File: src/rtl/rtc_pkg.sv
// rtc_pkg: shared widths, range limits and set-handshake state type for the
// time-of-day counter.
package rtc_pkg;

  localparam int SEC_W  = 6;
  localparam int MIN_W  = 6;
  localparam int HOUR_W = 5;

  localparam logic [SEC_W-1:0] SEC_MAX = 6'd59;
  localparam logic [MIN_W-1:0] MIN_MAX = 6'd59;

  // IDLE: ready to accept a set request; ACK: one-cycle back-off after a request.
  typedef enum logic {
    IDLE = 1'b0,
    ACK  = 1'b1
  } set_state_t;

endpackage

File: src/rtl/rtc_mod_counter.sv
// rtc_mod_counter: modulo-(MAX+1) counter used for both prescalers and the
// sec/min/hour/day cascade.
// Ports:
//   clk, x_clr   clock, synchronous active-low clear
//   inc          advance by one this cycle
//   load         load load_val (wins over inc and suppresses carry)
//   load_val     value to load
//   count        current count 0..MAX
//   carry        combinational: this edge wraps MAX -> 0
module rtc_mod_counter #(
  parameter int W   = 6,
  parameter int MAX = 59
) (
  input  logic         clk,
  input  logic         x_clr,
  input  logic         inc,
  input  logic         load,
  input  logic [W-1:0] load_val,
  output logic [W-1:0] count,
  output logic         carry
);

  localparam logic [W-1:0] MAX_V = W'(MAX);

  assign carry = inc & ~load & (count == MAX_V);

  always_ff @(posedge clk) begin
    if (!x_clr) begin
      count <= '0;
    end else if (load) begin
      count <= load_val;
    end else if (inc) begin
      count <= carry ? '0 : count + W'(1);
    end
  end

endmodule

File: src/rtl/rtc_time_counter.sv
// rtc_time_counter: prescaled time-of-day counter (seconds, minutes, hours,
// days) with a validated time-set handshake and run/stop control.
// Ports:
//   clk, x_clr            clock, synchronous active-low reset
//   run                   1 = time advances, 0 = hold
//   set_valid/set_ready   time-set handshake; set_err pulses on out-of-range set
//   set_sec/min/hour/day  time to load
//   tick_sub, tick_1s     one-cycle prescaler enables
//   tick_1m/1h/1d         one-cycle rollover enables
//   day_wrap              one-cycle pulse when the day counter wraps
//   sec/min/hour/day_count current time
// Optional build macro RTC_ALARM_EN adds alarm_en, alarm_set, alarm_sec,
// alarm_min, alarm_hour inputs and the alarm_hit output.
module rtc_time_counter
  import rtc_pkg::*;
#(
  parameter int CLK_DIV  = 50000000,
  parameter int SUB_DIV  = 50000,
  parameter int HOUR_MAX = 24,
  parameter int DAY_W    = 10
) (
  input  logic              clk,
  input  logic              x_clr,
  input  logic              run,
  input  logic              set_valid,
  output logic              set_ready,
  input  logic [SEC_W-1:0]  set_sec,
  input  logic [MIN_W-1:0]  set_min,
  input  logic [HOUR_W-1:0] set_hour,
  input  logic [DAY_W-1:0]  set_day,
  output logic              set_err,
  output logic              tick_sub,
  output logic              tick_1s,
  output logic              tick_1m,
  output logic              tick_1h,
  output logic              tick_1d,
  output logic              day_wrap,
  output logic [SEC_W-1:0]  sec_count,
  output logic [MIN_W-1:0]  min_count,
  output logic [HOUR_W-1:0] hour_count,
  output logic [DAY_W-1:0]  day_count
`ifdef RTC_ALARM_EN
  ,
  input  logic              alarm_en,
  input  logic              alarm_set,
  input  logic [SEC_W-1:0]  alarm_sec,
  input  logic [MIN_W-1:0]  alarm_min,
  input  logic [HOUR_W-1:0] alarm_hour,
  output logic              alarm_hit
`endif
);

  localparam int SUB_W = $clog2(SUB_DIV + 1);
  localparam int DIV_W = $clog2(CLK_DIV + 1);

  set_state_t state;
  logic       accept, in_range, load;
  logic       sub_carry, div_carry, sec_carry, min_carry, hour_carry, day_carry;
  logic [SUB_W-1:0] unused_sub_cnt;
  logic [DIV_W-1:0] unused_div_cnt;

  assign in_range = (set_sec <= SEC_MAX) && (set_min <= MIN_MAX) &&
                    (int'(set_hour) < HOUR_MAX);
  assign accept   = set_valid & set_ready;
  // An accepted load suppresses every carry in the cascade, so a set that
  // lands on a tick edge issues no tick pulses.
  assign load     = accept & in_range;

  always_ff @(posedge clk) begin
    if (!x_clr) begin
      state     <= IDLE;
      set_ready <= 1'b0;
      set_err   <= 1'b0;
    end else begin
      set_err <= 1'b0;
      case (state)
        IDLE: begin
          if (accept) begin
            state     <= ACK;
            set_ready <= 1'b0;
            set_err   <= ~in_range;
          end else begin
            set_ready <= 1'b1;
          end
        end
        ACK: begin
          state     <= IDLE;
          set_ready <= 1'b1;
        end
        default: begin
          state     <= IDLE;
          set_ready <= 1'b0;
        end
      endcase
    end
  end

  rtc_mod_counter #(.W(SUB_W), .MAX(SUB_DIV - 1)) u_sub_pre (
    .clk(clk), .x_clr(x_clr), .inc(run), .load(load), .load_val('0),
    .count(unused_sub_cnt), .carry(sub_carry)
  );

  rtc_mod_counter #(.W(DIV_W), .MAX(CLK_DIV - 1)) u_sec_pre (
    .clk(clk), .x_clr(x_clr), .inc(run), .load(load), .load_val('0),
    .count(unused_div_cnt), .carry(div_carry)
  );

  rtc_mod_counter #(.W(SEC_W), .MAX(int'(SEC_MAX))) u_sec (
    .clk(clk), .x_clr(x_clr), .inc(div_carry), .load(load), .load_val(set_sec),
    .count(sec_count), .carry(sec_carry)
  );

  rtc_mod_counter #(.W(MIN_W), .MAX(int'(MIN_MAX))) u_min (
    .clk(clk), .x_clr(x_clr), .inc(sec_carry), .load(load), .load_val(set_min),
    .count(min_count), .carry(min_carry)
  );

  rtc_mod_counter #(.W(HOUR_W), .MAX(HOUR_MAX - 1)) u_hour (
    .clk(clk), .x_clr(x_clr), .inc(min_carry), .load(load), .load_val(set_hour),
    .count(hour_count), .carry(hour_carry)
  );

  rtc_mod_counter #(.W(DAY_W), .MAX((1 << DAY_W) - 1)) u_day (
    .clk(clk), .x_clr(x_clr), .inc(hour_carry), .load(load), .load_val(set_day),
    .count(day_count), .carry(day_carry)
  );

  // Pulses register on the same edge the counters update, so counts already
  // show the new value while a pulse is high.
  always_ff @(posedge clk) begin
    if (!x_clr) begin
      tick_sub <= 1'b0;
      tick_1s  <= 1'b0;
      tick_1m  <= 1'b0;
      tick_1h  <= 1'b0;
      tick_1d  <= 1'b0;
      day_wrap <= 1'b0;
    end else begin
      tick_sub <= sub_carry;
      tick_1s  <= div_carry;
      tick_1m  <= sec_carry;
      tick_1h  <= min_carry;
      tick_1d  <= hour_carry;
      day_wrap <= day_carry;
    end
  end

`ifdef RTC_ALARM_EN
  logic [SEC_W-1:0]  alm_sec;
  logic [MIN_W-1:0]  alm_min;
  logic [HOUR_W-1:0] alm_hour;

  always_ff @(posedge clk) begin
    if (!x_clr) begin
      alm_sec  <= '0;
      alm_min  <= '0;
      alm_hour <= '0;
    end else if (alarm_set) begin
      alm_sec  <= alarm_sec;
      alm_min  <= alarm_min;
      alm_hour <= alarm_hour;
    end
  end

  // tick_1s is never raised by a set-load, so a load cannot fire the alarm.
  assign alarm_hit = tick_1s & alarm_en & (sec_count == alm_sec) &
                     (min_count == alm_min) & (hour_count == alm_hour);
`endif

endmodule
File: config.mk
export PLATFORM = sky130hd
export DESIGN_NAME = rtc_time_counter
export DESIGN_NICKNAME = d
export VERILOG_FILES = /design/src/rtl/rtc_pkg.sv /design/src/rtl/rtc_mod_counter.sv /design/src/rtl/rtc_time_counter.sv
export SDC_FILE = /design/constraint.sdc
export NUM_CORES = 1
export LEC_CHECK = 0
export ABC_AREA = 1
export CORE_MARGIN = 2
export CORE_UTILIZATION = 49
export CTS_CLUSTER_DIAMETER = 150
export CTS_CLUSTER_SIZE = 8
export DETAILED_ROUTE_END_ITERATION = 7
export GPL_ROUTABILITY_DRIVEN = 0
export PLACE_DENSITY = 0.82
export SLEW_MARGIN = 20
export SYNTH_ARGS = -nofsm -noshare
export SYNTH_HDL_FRONTEND = slang
export SYNTH_SLANG_ARGS = --single-unit
File: constraint.sdc
create_clock -name clk -period 1.7 [get_ports clk]
set_clock_uncertainty 0.1 [all_clocks]
set_input_delay 0.17 -clock clk [delete_from_list [all_inputs] [get_ports clk]]
set_output_delay 0.17 -clock clk [all_outputs]
set_load 0.02 [all_outputs]
==> flow_metrics.tcl <==
set metrics [dict create \
    clkTransAtPathRegs_ps 90 \
    synthesis.nets 666 \
    grt_pass1_vias 5131 \
    pre_cts_ws_ps -478.7 \
    ir_drop_mv 0.4696 \
    crit_arrival_ps 2140 \
    power_density_mw_per_mm2 576.7 \
    avgSynthCellArea_um2 6.883 \
    synth_ff_type "dfxtp_1" \
    die-area_mm2 0.009603 \
    fillCellCount 548 \
    utilization 0.7691 \
    fp.coreArea_mm2 0.008636 \
    first_pass_iters 6 \
    cts.path.max_buffers 2 \
    layout_setup_ws_ps -295.0 \
    ff2ff_setup_slack_ps -290 \
    finalInstanceArea_mm2 0.006641 \
    fin_crit_sh 1.174 \
    io_buffers 65 \
    violations "negative setup slack" \
    synth_edf_count 0 \
    fmax_mhz 501.3 \
    ys_seq_area_frac 0.3607 \
    route.detailed.wl_per_inst_um 17.00 \
    h-tree-depth 3 \
    die_w_um 98.00 \
    vias 5325 \
    rsz0062_at_grt "yes" \
    ant_nets 0 \
    drv_slew 0 \
    dpl-instance-area_mm2 0.005912 \
    synth_cell_types 50 \
    yosysWarnings 0 \
    final_common_cell "nand2_1" \
    grt_usage 0.2834 \
    netSwitchingFraction 0.2751 \
    fin_nets 849 \
    seqPwrFrac 0.497 \
    cts_root_buffer "clkbuf_8" \
    hold_viol 0 \
    worst_setup_path_start_kind "flip-flop" \
    synthArstFlopShare 0 \
    hpwl_um 9514 \
    wl_um 15730 \
    overflow 0 \
    cp_max_fo 6 \
    relSlewSlack 0.7796 \
    required_ps 1840 \
    p_comb_frac 0.152 \
    antenna_found_initial 0 \
    critPathCaptureType "flip-flop" \
    hold_path_class "input pin to flip-flop" \
    synth-seq-cells 78 \
    power_switching_mw 1.054 \
    drc 0 \
    drive_gt1_frac 0.3378 \
    num_io_pins 66 \
    grt_max_degree 31 \
    cts_hold_buf 0 \
    clk_latency_ps 360 \
    postSynthCellCount 629 \
    numCtsBuffers 9 \
    min_period_ps 1995 \
    finalSetupViolCount 53 \
    drtIter0Drc 427 \
    status "finished, violations left" \
    area_growth_pct 53.41 \
    max_cap_viol_count 0 \
    cts_tree "yes" \
    grt_pass1_wl_um 22380 \
    clockPowerShare 0.351 \
    drt-vias-per-instance 5.757 \
    tightest_slew_ps 327.8 \
    insertedDiodeCount 0 \
    final_cell_mix "nand2_1 (119), buf_4 (109), nor2_1 (76), inv_1 (63), dfxtp_1 (55)" \
    p_int_mw 2.777 \
    floorplan.initialDensity 0.5013 \
    placementRows 34 \
    syn_area_mm2 0.004329 \
    critical_path_class "flip-flop to flip-flop" \
    leakagePower_nw 3.001 \
    die_h_um 98.00 \
    clock_sinks 78 \
]
## synthesized netlist by cell type, drive strengths merged, types with 2 or more instances
| library cell | count | area (um^2) |
|---|---|---|
| clkbuf | 8 | 30.03 |
| nand3 | 49 | 272.8 |
| xnor2 | 6 | 52.55 |
| buf | 4 | 25.02 |
| nor3b | 3 | 38.79 |
| dfxtp | 78 | 1562 |
| inv | 83 | 314.1 |
| ha | 6 | 75.07 |
| o21ai | 26 | 130.1 |
| o22ai | 2 | 12.51 |
| clkinv | 3 | 11.26 |
| o31ai | 3 | 22.52 |
| nand4 | 20 | 155.2 |
| nor4 | 7 | 50.05 |
| xor2 | 19 | 166.4 |
| a21oi | 26 | 145.1 |
| nor3 | 18 | 95.09 |
| a31oi | 4 | 25.02 |
| nand2 | 146 | 585.6 |
| nor2 | 106 | 466.7 |
## worst max-delay path, stage by stage, from the launching register on
cell and delay [ps]:
dfxtp_4 370, ha_4 140, nand3_4 110, clkinv_2 90
nand3_1 110, nor2_2 180, nand2_1 90, nor2_1 110
nand3_1 110, nand2_2 160, o21ai_0 120, nor2_1 150
nor2_1 50
## area by class of cell
| class | instances | area (um^2) | area share |
|---|---|---|---|
| Multi-Input combinational cell | 454 | 2776 | 0.4180 |
| Timing Repair Buffer | 183 | 1609 | 0.2423 |
| Sequential cell | 78 | 1600 | 0.2410 |
| Inverter | 86 | 334.1 | 0.05030 |
| Clock buffer | 13 | 168.9 | 0.02543 |
| Tap cell | 108 | 135.1 | 0.02035 |
| Clock inverter | 3 | 17.52 | 0.002638 |
## metrics by stage
| stage | power, mW | TNS, ps | hold WS (ps) | cells |
|---|---|---|---|---|
| floorplan | 2.182 | -1.291 | 211.5 | 629 |
| global placement | 2.441 | -16420 | 317.2 | 893 |
| detailed placement | 2.461 | -20940 | 325.0 | 893 |
| CTS | 3.762 | -2733 | 290.0 | 917 |
| global route | 3.917 | -13480 | 153.4 | 925 |
| finish | 3.830 | -7491 | 128.0 | 925 |
## what timing repair did
item | in CTS | in global routing
pin swaps | 24 | 31
cloned | 1 | 0
endpoints found under the setup margin | 55 | 76
hold endpoints to repair | 0 | 0
gates resized for setup | 48 | 83
setup buffers | 7 | 8
## worst paths after layout
check	start	to	depth (start not counted)
setup reg to reg	u_sec_pre.count[0]	u_hour.count[0]	12
setup / recovery	u_sec_pre.count[0]	u_hour.count[0]	12
hold / removal	set_sec[5]	u_sec.count[5]	5
hold reg to reg	u_sec_pre.count[11]	u_sec_pre.count[11]	2
## power groups by stage
stage / Clock (mW) / Sequential (mW) / Combinational, mW
after floorplan: 0 / 1.98 / 0.200
after CTS: 1.33 / 1.90 / 0.534
after global routing: 1.39 / 1.91 / 0.616
final: 1.35 / 1.90 / 0.582
after global placement: 0 / 1.94 / 0.500
after detailed placement: 0 / 1.94 / 0.518
## layer usage
| layer | part of all wire | GRT usage | wire length, um | vias up |
|---|---|---|---|---|
| li1 | - | - | - | 2404 |
| met1 | 0.36 | 0.3159 | 5735 | 2456 |
| met5 | 0 | 0 | 0 | - |
| met3 | 0.079 | 0.04868 | 1249 | 107 |
| met2 | 0.50 | 0.5111 | 7852 | 358 |
| met4 | 0.056 | 0.1538 | 888 | 0 |
## state kept, by name, summed over array words and instances (netlist names)
signal           count
u_sec.count          6
u_sec_pre.count     26
u_hour.count         5
state                1
set_err              1
set_ready            1
day_wrap             1
tick_1d              1
tick_1s              1
tick_sub             1
u_sub_pre.count     16
u_day.count         10
tick_1m              1
u_min.count          6
tick_1h              1
## logic make-up (layout without fill, tap and decap cells)
logic type	count (synthesis)	in the layout	share of synthesized area
and+or+nand+nor	352	353	0.3890
xor gates and xnor gates	25	25	0.05058
AOI/OAI and AO/OA	70	70	0.09451
adders and majority gates	6	6	0.01734
buffers and inverters	98	285	0.08786
DFF	78	78	0.3607
No activity file was read; power rests on OpenSTA's default activity.
==> patch, RTL diff (config.mk and constraints unchanged) <==
`DAY_W`: 10 -> 8.
--- a/src/rtl/rtc_time_counter.sv
+++ b/src/rtl/rtc_time_counter.sv
@@ -17,7 +17,7 @@
   parameter int CLK_DIV  = 50000000,
   parameter int SUB_DIV  = 50000,
   parameter int HOUR_MAX = 24,
-  parameter int DAY_W    = 10
+  parameter int DAY_W    = 8
 ) (
   input  logic              clk,
   input  logic              x_clr,
Ports: changed (resized day_count and set_day); port bits go from 66 to 62. The function was not compared with the original's and may differ.
==> patch against the original RTL <==
  * Power grew 0.50%
  * Sequential cell count shrank 2
  * Largest power group unchanged
  * Wire length grew 20%
  * Synthesized area shrank 3.2%
  * The run still ends with setup timing left
  * Setup slack lost 0.050 ns
  * Core utilization grew 7.0 points
  * Die area shrank 3.1%
  * Critical path depth is the same
  * Synthesized cell count shrank 2.9%
  * Cell area grew 4.3%
==> patch: results (changes against the original RTL) <==
The initial antenna violation count is 0 (unchanged). The synthesized netlist net count is 646 (-3.0%). The maximum vdd ir drop was 0.362 mV (-23%). The checks that failed: setup timing.

The per-cell routed wire length came out at 20.3 um (+19%). The dominant combinational cell family by area after synthesis is simple AND/OR/NAND/NOR gates. Counting instances in the post-synthesis netlist gives the leading cell types as sky130_fd_sc_hd__nand2_1, sky130_fd_sc_hd__nor2_1, sky130_fd_sc_hd__dfxtp_1, sky130_fd_sc_hd__inv_1, sky130_fd_sc_hd__nand3_1. The number of buffers created by CTS came to 9 (unchanged). The fill cell total of the finished layout came out at 391 (-29%). The via density per instance is 6.15 (+6.9%). The iteration-0 DRC count of the detailed router came out at 581 (+36%). The transition at the pin with the smallest max-transition slack is 0.477 ns (+0.149 ns). In the post-synthesis netlist, the cell with the most instances is sky130_fd_sc_hd__nand2_1. The first-pass iteration count of the detailed router came out at 6 (unchanged). The average footprint of a synthesized cell is 6.86 um^2 (-0.39%). The final-report hold violation count is 0 (unchanged). The portion of netlist area occupied by mux cells came out at 0% (unchanged). The fraction of the mapped netlist area in compound gates is 8.72% (-0.73 points).

The clock-pin slew on the worst setup and hold paths came out at 0.09 ns (about the same). The pin count of the biggest net entering global routing came to 16 (-48%). The number of setup violations in the final report came out at 61 (+15%). For this run, the leading register cell type out of synthesis is sky130_fd_sc_hd__dfxtp_1. The classification of the worst-slack hold path is input port to flop.

The total routing usage reported by global routing came out at 30.6% (+2.3 points). The first-pass GRT wire length came out at 22.2 mm (-0.68%). The reported leakage power came out at 3.05 nW (+1.7%). The signal arrival time at the worst endpoint came out at 2.21 ns (+0.07 ns). The insertion delay to the later sink of the worst-skew pair came out at 0.38 ns (+0.02 ns).

The placed wire-length estimate after detailed placement came out at 9.80 mm (+3.1%). The share of synthesized cell area in full adder, half adder and majority cells was 1.79% (+0.058 points). The antenna diode count came to 0 (unchanged). The share of cells above drive strength 1 came out at 40.3% (+6.6 points).

The via count of the first global-routing pass is 5039 (-1.8%). The clock tree buffer depth is 2 (unchanged). The final layout net count is 853 (+0.47%). The placed cell count is 888 (-0.56%).

The largest fanout of any net on the critical path is 3 (-3). The number of non-filler instances in the completed layout is 928 (+0.32%). In the final layout, the registers with the most flip-flops are u_sec_pre.count (26), u_sub_pre.count (16), u_day.count (8). The H-tree depth reported by CTS was 3 (unchanged). The number of different library cells in the post-synthesis netlist is 44 (-12%).

The number of synthesis warnings was 0 (unchanged). The master cell of the clock root buffer is sky130_fd_sc_hd__clkbuf_8. The number of port buffers is 61 (-6.2%). Yosys attributes the largest share of cell area to sky130_fd_sc_hd__dfxtp_1, sky130_fd_sc_hd__nand2_1, sky130_fd_sc_hd__nor2_1. The portion of the post-synthesis area used by sequential elements came to 36.3% (+0.25 points). The minimum setup slack in the final design was -0.345 ns (-0.0496 ns).

The post-synthesis async set-or-reset flop share came to 0% (unchanged). The parity-gate share of the synthesized area counting xor and xnor cells came to 5.65% (+0.59 points). The run finished, with violations left.
==> patch: stage by stage <==
stage	hold slack (ns)	instance area, um^2	TNS (ns)	util, %	setup slack (ns)
global route	0.225	6930	-11.95	83.9	-0.431
finish	0.194	6930	-9.17	83.9	-0.345
CTS	0.281	6290	-2.87	76.2	-0.152
detailed placement	0.333	5860	-18.33	70.9	-0.383
floorplan	0.218	4240	-0.00375	-	-0.00187
global placement	0.321	5860	-13.63	70.9	-0.313
==> patch: area by class of cell <==
cell class / instances / area share (%)
Clock buffer: 9 / 1.79
Clock inverter: 7 / 0.867
Inverter: 75 / 4.33
Multi-Input combinational cell: 450 / 42.3
Sequential cell: 76 / 22.5
Tap cell: 105 / 1.90
Timing Repair Buffer: 206 / 26.3
==> patch: kinds of logic after synthesis <==
family | Yosys count
flip-flops | 76
AO/OA/AOI/OAI | 62
XOR/XNOR | 27
adder cells (fa/ha/maj) | 6
buffers and inverters | 86
AND/OR/NAND/NOR | 354
==> patch: worst max-delay path, cell delays in order, from the launching register on <==
cell and delay, ns:
sky130_fd_sc_hd__dfxtp_2 0.34, sky130_fd_sc_hd__buf_4 0.11, sky130_fd_sc_hd__nand2_1 0.09, sky130_fd_sc_hd__inv_1 0.12
sky130_fd_sc_hd__nand4_1 0.23, sky130_fd_sc_hd__nor3_4 0.25, sky130_fd_sc_hd__inv_2 0.09, sky130_fd_sc_hd__nor2_4 0.12
sky130_fd_sc_hd__nand3_2 0.12, sky130_fd_sc_hd__nor2_4 0.14, sky130_fd_sc_hd__nand2_1 0.08, sky130_fd_sc_hd__nand2_1 0.08
sky130_fd_sc_hd__nor2_1 0.07
==> patch: worst paths after layout <==
check / from / slack [ns] / cells past startpoint / end
worst min-delay path: set_hour[3] / 0.19 / 5 / u_hour.count[3]
worst min register to register: state / 0.36 / 1 / state
worst max register to register: u_sec_pre.count[4] / -0.34 / 12 / u_sec_pre.count[21]
worst max-delay path: u_sec_pre.count[4] / -0.34 / 12 / u_sec_pre.count[21]
==> patch: timing repair <==
action	4_1_cts	5_1_grt
endpoints found under the setup margin	59	76
setup buffers	11	16
gates resized for setup	63	152
pin swaps	33	65
cloned	0	1
==> patch: metal layers <==
metal	vias up	part of all wire, %	GRT usage [%]
met5	-	0	0
met4	0	8.8	16.1
met3	196	11	5.74
met2	523	47	56.0
met1	2591	33	33.4
li1	2399	-	-
==> patch: power by group <==
| group | switching (W) | internal, W |
|---|---|---|
| combinational | 0.000347 | 0.000272 |
| sequential | 0.0000417 | 0.00181 |
| clock | 0.000825 | 0.000550 |
